**src/rtl/mem_fifo_ctrl.sv**
```systemverilog
// mem_fifo_ctrl: 4-deep FIFO controller in front of an external 4-entry,
// single-port register memory (combinational read, clocked write).
// One memory access per cycle. Writes and reads arbitrate with a toggling
// priority flag. A registered output word (rd_data) sits in front of the memory.
//
// Ports
//   clk, rst_n          : clock, asynchronous active-low reset
//   wr_valid/wr_data    : producer side; wr_ready is combinational
//   rd_valid/rd_data    : consumer side (registered); rd_ready from consumer
//   mem_sel/mem_din/mem_ld/mem_dout : memory port
//   count               : words held in memory (0..4), rd_data excluded
//   full/empty          : count==4 / nothing in memory and rd_data invalid
module mem_fifo_ctrl #(
    parameter int WIDTH = 6
) (
    input  logic             clk,
    input  logic             rst_n,
    input  logic             wr_valid,
    input  logic [WIDTH-1:0] wr_data,
    output logic             wr_ready,
    output logic             rd_valid,
    output logic [WIDTH-1:0] rd_data,
    input  logic             rd_ready,
    output logic [1:0]       mem_sel,
    output logic [WIDTH-1:0] mem_din,
    output logic             mem_ld,
    input  logic [WIDTH-1:0] mem_dout,
    output logic [2:0]       count,
    output logic             full,
    output logic             empty
);

    logic [1:0]       wptr_q, wptr_d;
    logic [1:0]       rptr_q, rptr_d;
    logic [2:0]       count_q, count_d;
    logic             rd_valid_q, rd_valid_d;
    logic [WIDTH-1:0] rd_data_q, rd_data_d;
    logic             prio_wr_q, prio_wr_d;

    logic wr_want, rd_want, wr_gnt, rd_gnt, conflict;

    // A read is wanted only when the output register is free or being emptied
    // this cycle, so rd_ready feeds straight through to wr_ready.
    assign wr_want  = wr_valid & (count_q != 3'd4);
    assign rd_want  = (count_q != 3'd0) & (~rd_valid_q | rd_ready);
    assign conflict = wr_want & rd_want;
    assign wr_gnt   = wr_want & (~rd_want | prio_wr_q);
    assign rd_gnt   = rd_want & (~wr_want | ~prio_wr_q);

    assign wr_ready = (count_q != 3'd4) & (~rd_want | prio_wr_q);
    assign mem_ld   = wr_gnt;
    assign mem_sel  = wr_gnt ? wptr_q : rptr_q;
    assign mem_din  = wr_data;

    assign rd_valid = rd_valid_q;
    assign rd_data  = rd_data_q;
    assign count    = count_q;
    assign full     = (count_q == 3'd4);
    assign empty    = (count_q == 3'd0) & ~rd_valid_q;

    always_comb begin
        wptr_d     = wptr_q;
        rptr_d     = rptr_q;
        count_d    = count_q;
        rd_valid_d = rd_valid_q;
        rd_data_d  = rd_data_q;
        prio_wr_d  = prio_wr_q;

        // The winner of a conflict yields priority at the next one.
        if (conflict)
            prio_wr_d = ~prio_wr_q;

        // Grants are mutually exclusive, so count moves by at most one.
        if (wr_gnt) begin
            wptr_d  = wptr_q + 2'd1;
            count_d = count_q + 3'd1;
        end else if (rd_gnt) begin
            rptr_d  = rptr_q + 2'd1;
            count_d = count_q - 3'd1;
        end

        if (rd_gnt) begin
            rd_data_d  = mem_dout;
            rd_valid_d = 1'b1;
        end else if (rd_valid_q && rd_ready) begin
            rd_valid_d = 1'b0;
        end
    end

    always_ff @(posedge clk or negedge rst_n) begin
        if (!rst_n) begin
            wptr_q     <= '0;
            rptr_q     <= '0;
            count_q    <= '0;
            rd_valid_q <= 1'b0;
            rd_data_q  <= '0;
            prio_wr_q  <= 1'b1;
        end else begin
            wptr_q     <= wptr_d;
            rptr_q     <= rptr_d;
            count_q    <= count_d;
            rd_valid_q <= rd_valid_d;
            rd_data_q  <= rd_data_d;
            prio_wr_q  <= prio_wr_d;
        end
    end

endmodule

```
**config.mk**
```make
export PLATFORM = sky130hd
export DESIGN_NAME = mem_fifo_ctrl
export DESIGN_NICKNAME = d
export VERILOG_FILES = /design/src/rtl/mem_fifo_ctrl.sv
export SDC_FILE = /design/constraint.sdc
export NUM_CORES = 1
export LEC_CHECK = 0
export CAP_MARGIN = 20
export CORE_MARGIN = 1
export CORE_UTILIZATION = 42
export CTS_CLUSTER_SIZE = 20
export DETAILED_ROUTE_END_ITERATION = 8
export PLACE_DENSITY = 0.93
export SYNTH_ARGS = -nofsm -noshare
export SYNTH_HDL_FRONTEND = slang
export SYNTH_SLANG_ARGS = --single-unit
```
**constraint.sdc**
```tcl
create_clock -name clk -period 4.7 [get_ports clk]
set_input_delay 1.175 -clock clk [delete_from_list [all_inputs] [get_ports clk]]
set_output_delay 1.175 -clock clk [all_outputs]
set_load 0.01 [all_outputs]
```
==> impl_metrics.yaml <==
floorplan:
  die_h_um: 44.7
  io-pin-count: 38
  core_area_um2: 1710
  rows: 15
  dieWidth_um: 44.7
  die-area_um2: 1990
  initial_core_util_pct: 44.8
timing:
  rsz0062_at_grt: "no"
  timing.final.ws_setup_ns: 0.618
  worstMarginPinSlew_ns: 0.666
  finalSetupViolCount: 0
  fin_skew_ns: 0.00126
  hold_viol_final: 0
  setup-tns-final_ns: 0
  relSlewSlack_pct: 55.4
  clock.fmax_mhz: 245
  post-route-min-period_ns: 4.08
  min_period_over_period_pct: 86.9
  drv_slew: 0
global_routing:
  grt-ovfl-total: 0
  met3_usage_pct: 5.71
  antenna_found_initial: 0
  grt_busiest_layer: "met2"
  grt_util_all_layers_pct: 16.3
  grt_max_degree: 16
  grt_pass1_wl_um: 2240
  grt_pass1_vias: 519
  use_met2_pct: 24.1
  grtUsageMet1_pct: 20.6
clock_network:
  cts_root_buf: "clkbuf_4"
  clk_latency_ns: 0.28
  cts_tree: "built"
  numCtsBuffers: 3
  cts_setup_buffers: 0
  clock_path_buffers: 2
  htreeDepth: 1
  hold_buffers: 0
  clkTransAtPathRegs_ns: 0.08
  cts-resized-gates: 0
  cts.sinks: 15
yosys:
  synthSimpleGateAreaFrac_pct: 11.6
  synth_commonest_cells: "dfrtp_1 (14), mux2_2 (7), xnor2_1 (7), buf_4 (6)"
  ys_ff_latch: 15
  ys_async_sr_fraction_pct: 100
  syn_area_um2: 764
  synth_cell_type_count: 25
  ys.flop_type: "dfrtp_1"
  yosysMostFrequentCell: "dfrtp_1"
  synth_nets: 79
  synth_compound_area_share_pct: 6.55
  ys_warn_count: 0
  synthTopCellsByArea: "dfrtp_1 (46%), mux2_2 (10%), xnor2_1 (8.0%)"
  yosysTopAreaCellShare_pct: 45.8
  avgSynthCellArea_um2: 12.3
  synth_xor_xnor_area_share_pct: 9.17
  synthesis.instances: 62
  synth-edff-count: 0
  yosysSeqAreaShare_pct: 49.3
  muxShareOfSynthArea_pct: 12.3
  yosys.area.top_type: "dfrtp_1"
  synth_fa_ha_area_share_pct: 1.64
  synth_top_family_by_area: "multiplexers"
route:
  drtIter0Drc: 5
  drc_errors: 0
  routed_wirelength_um: 1350
  viasPerCell: 4.82
  num_vias: 521
  detail-route-antenna-nets: 0
  dr.pass1.iters: 3
  wl_per_cell_um: 12.5
power:
  power.switching_uw: 271
  leakagePower_nw: 0.412
  ir_worst_vdd_mv: 0.366
  p_int_uw: 496
  power_density_nw_per_um2: 759
  power_frac_comb_pct: 56.3
  power.total_uw: 767
  power_frac_seq_pct: 34.2
  p_sw_share_pct: 35.3
  p_clk_share_pct: 9.4
job:
  drv_cap: 0
cells_and_area:
  fin_cells: 108
  area_delta_synth_final_pct: 32.2
  nets: 101
  diodes: 0
  utilization_pct: 59.2
  drive_gt1_share_pct: 19.3
critical_path:
  r2r_end: "count[1]"
  critPathMaxFanout: 7
  cp.arrival_ns: 2.91
  path_class: "in2out"
  crit_required_ns: 3.52
  cp-start-kind: "primary input"
  cp-end-kind: "output pin"
  ff2ff_path_depth: 5
  r2r_start: "count[0]"
  rrSetupSlack_ns: 2.74
min_path:
  min_from: "wptr_q[0]"
  hp-class: "reg2reg"
  holdPathStages: 1
  hold_end: "wptr_q[0]"
placement:
  io_buffers: 25
  dp_cells: 104
  pre_cts_slack_ns: 0.611
  place_congestion: 0.682
  place_hpwl_um: 1040
status:
  status: "complete, no violations"
[per-layer routing]
| layer | up-vias | share of wire (%) |
|---|---|---|
| met5 | - | 0 |
| met4 | 0 | 0.89 |
| met3 | 2 | 9.5 |
| met2 | 25 | 46 |
| met1 | 247 | 44 |
| li1 | 247 | - |
[cell usage in the layout, fill, tap and decap left out]
cell             synthesis  routed
o311a_1                  1       1
mux2_4                   1       1
o21ai_1                  1       1
or3_1                    1       1
inv_1                    3       3
dfstp_2                  1       1
o2bb2ai_2                1       1
a22oi_2                  1       1
ha_1                     1       1
mux2_2                   7       7
nand4_1                  2       2
clkbuf_4                 0       3
xnor2_1                  7       7
clkbuf_1                 0       1
nor2b_1                  1       1
or3b_4                   1       1
dfrtp_1                 14      14
nand3_4                  1       1
o211ai_1                 1       1
xor2_1                   1       1
nand2b_1                 1       1
clkdlybuf4s50_1          0      25
nor2_1                   3       3
nor3_1                   2       2
nand2_1                  2       2
[power groups by stage]
stage          combinational, mW  sequential [mW]  clock [mW]
2_1_floorplan              0.250            0.277           0
3_3_place_gp               0.427            0.262           0
3_5_place_dp               0.438            0.266           0
4_1_cts                    0.441            0.264      0.0757
5_1_grt                    0.471            0.276      0.0817
6_report                   0.432            0.263      0.0724
[final cells by class]
class	instances	area (um2)
fill	149	697
tap	25	31.3
multi-input combinational	36	315
sequential	15	377
inverter	3	11.3
timing repair buffer	25	250
clock buffer	4	26.3
[stage by stage]
stage | cell area (um2) | hold WS [ns]
after floorplan | 764 | 0.441
after global placement | 985 | 0.455
after detailed placement | 985 | 0.460
after CTS | 1010 | 0.472
after global routing | 1010 | 0.496
final | 1010 | 0.469
[how the worst max path moves through the flow]
stage                     startpoint         end  slack (ns)  depth (start not counted)
after floorplan             rd_ready  mem_sel[1]        1.58                          4
after CTS                   rd_ready  mem_sel[1]        0.60                          5
final                       rd_ready  mem_sel[1]        0.62                          5
after global placement      rd_ready  mem_sel[1]        0.62                          5
after global routing        rd_ready  mem_sel[0]        0.51                          6
after detailed placement    wr_valid  mem_sel[1]        0.61                          4
[kinds of logic after synthesis]
kind of cell               after synthesis
DFF                                     15
adders and majority gates                1
xor gates and xnor gates                 8
buffers and inverters                   11
AOI/OAI and AO/OA                        5
and+or+nand+nor                         14
muxes                                    8
[worst max-delay path, cell delays in order]
cell	delay (ns)
clkdlybuf4s50_1	0.47
nor2b_1	0.06
o311a_1	0.41
mux2_4	0.33
clkdlybuf4s50_1	0.47
[sequential cells by signal, indices dropped and copies added (netlist names)]
signal and count:
rd_data 6, count 3, rptr_q 2, wptr_q 2, prio_wr_q 1, rd_valid 1
(Power assumes the default switching activity.)
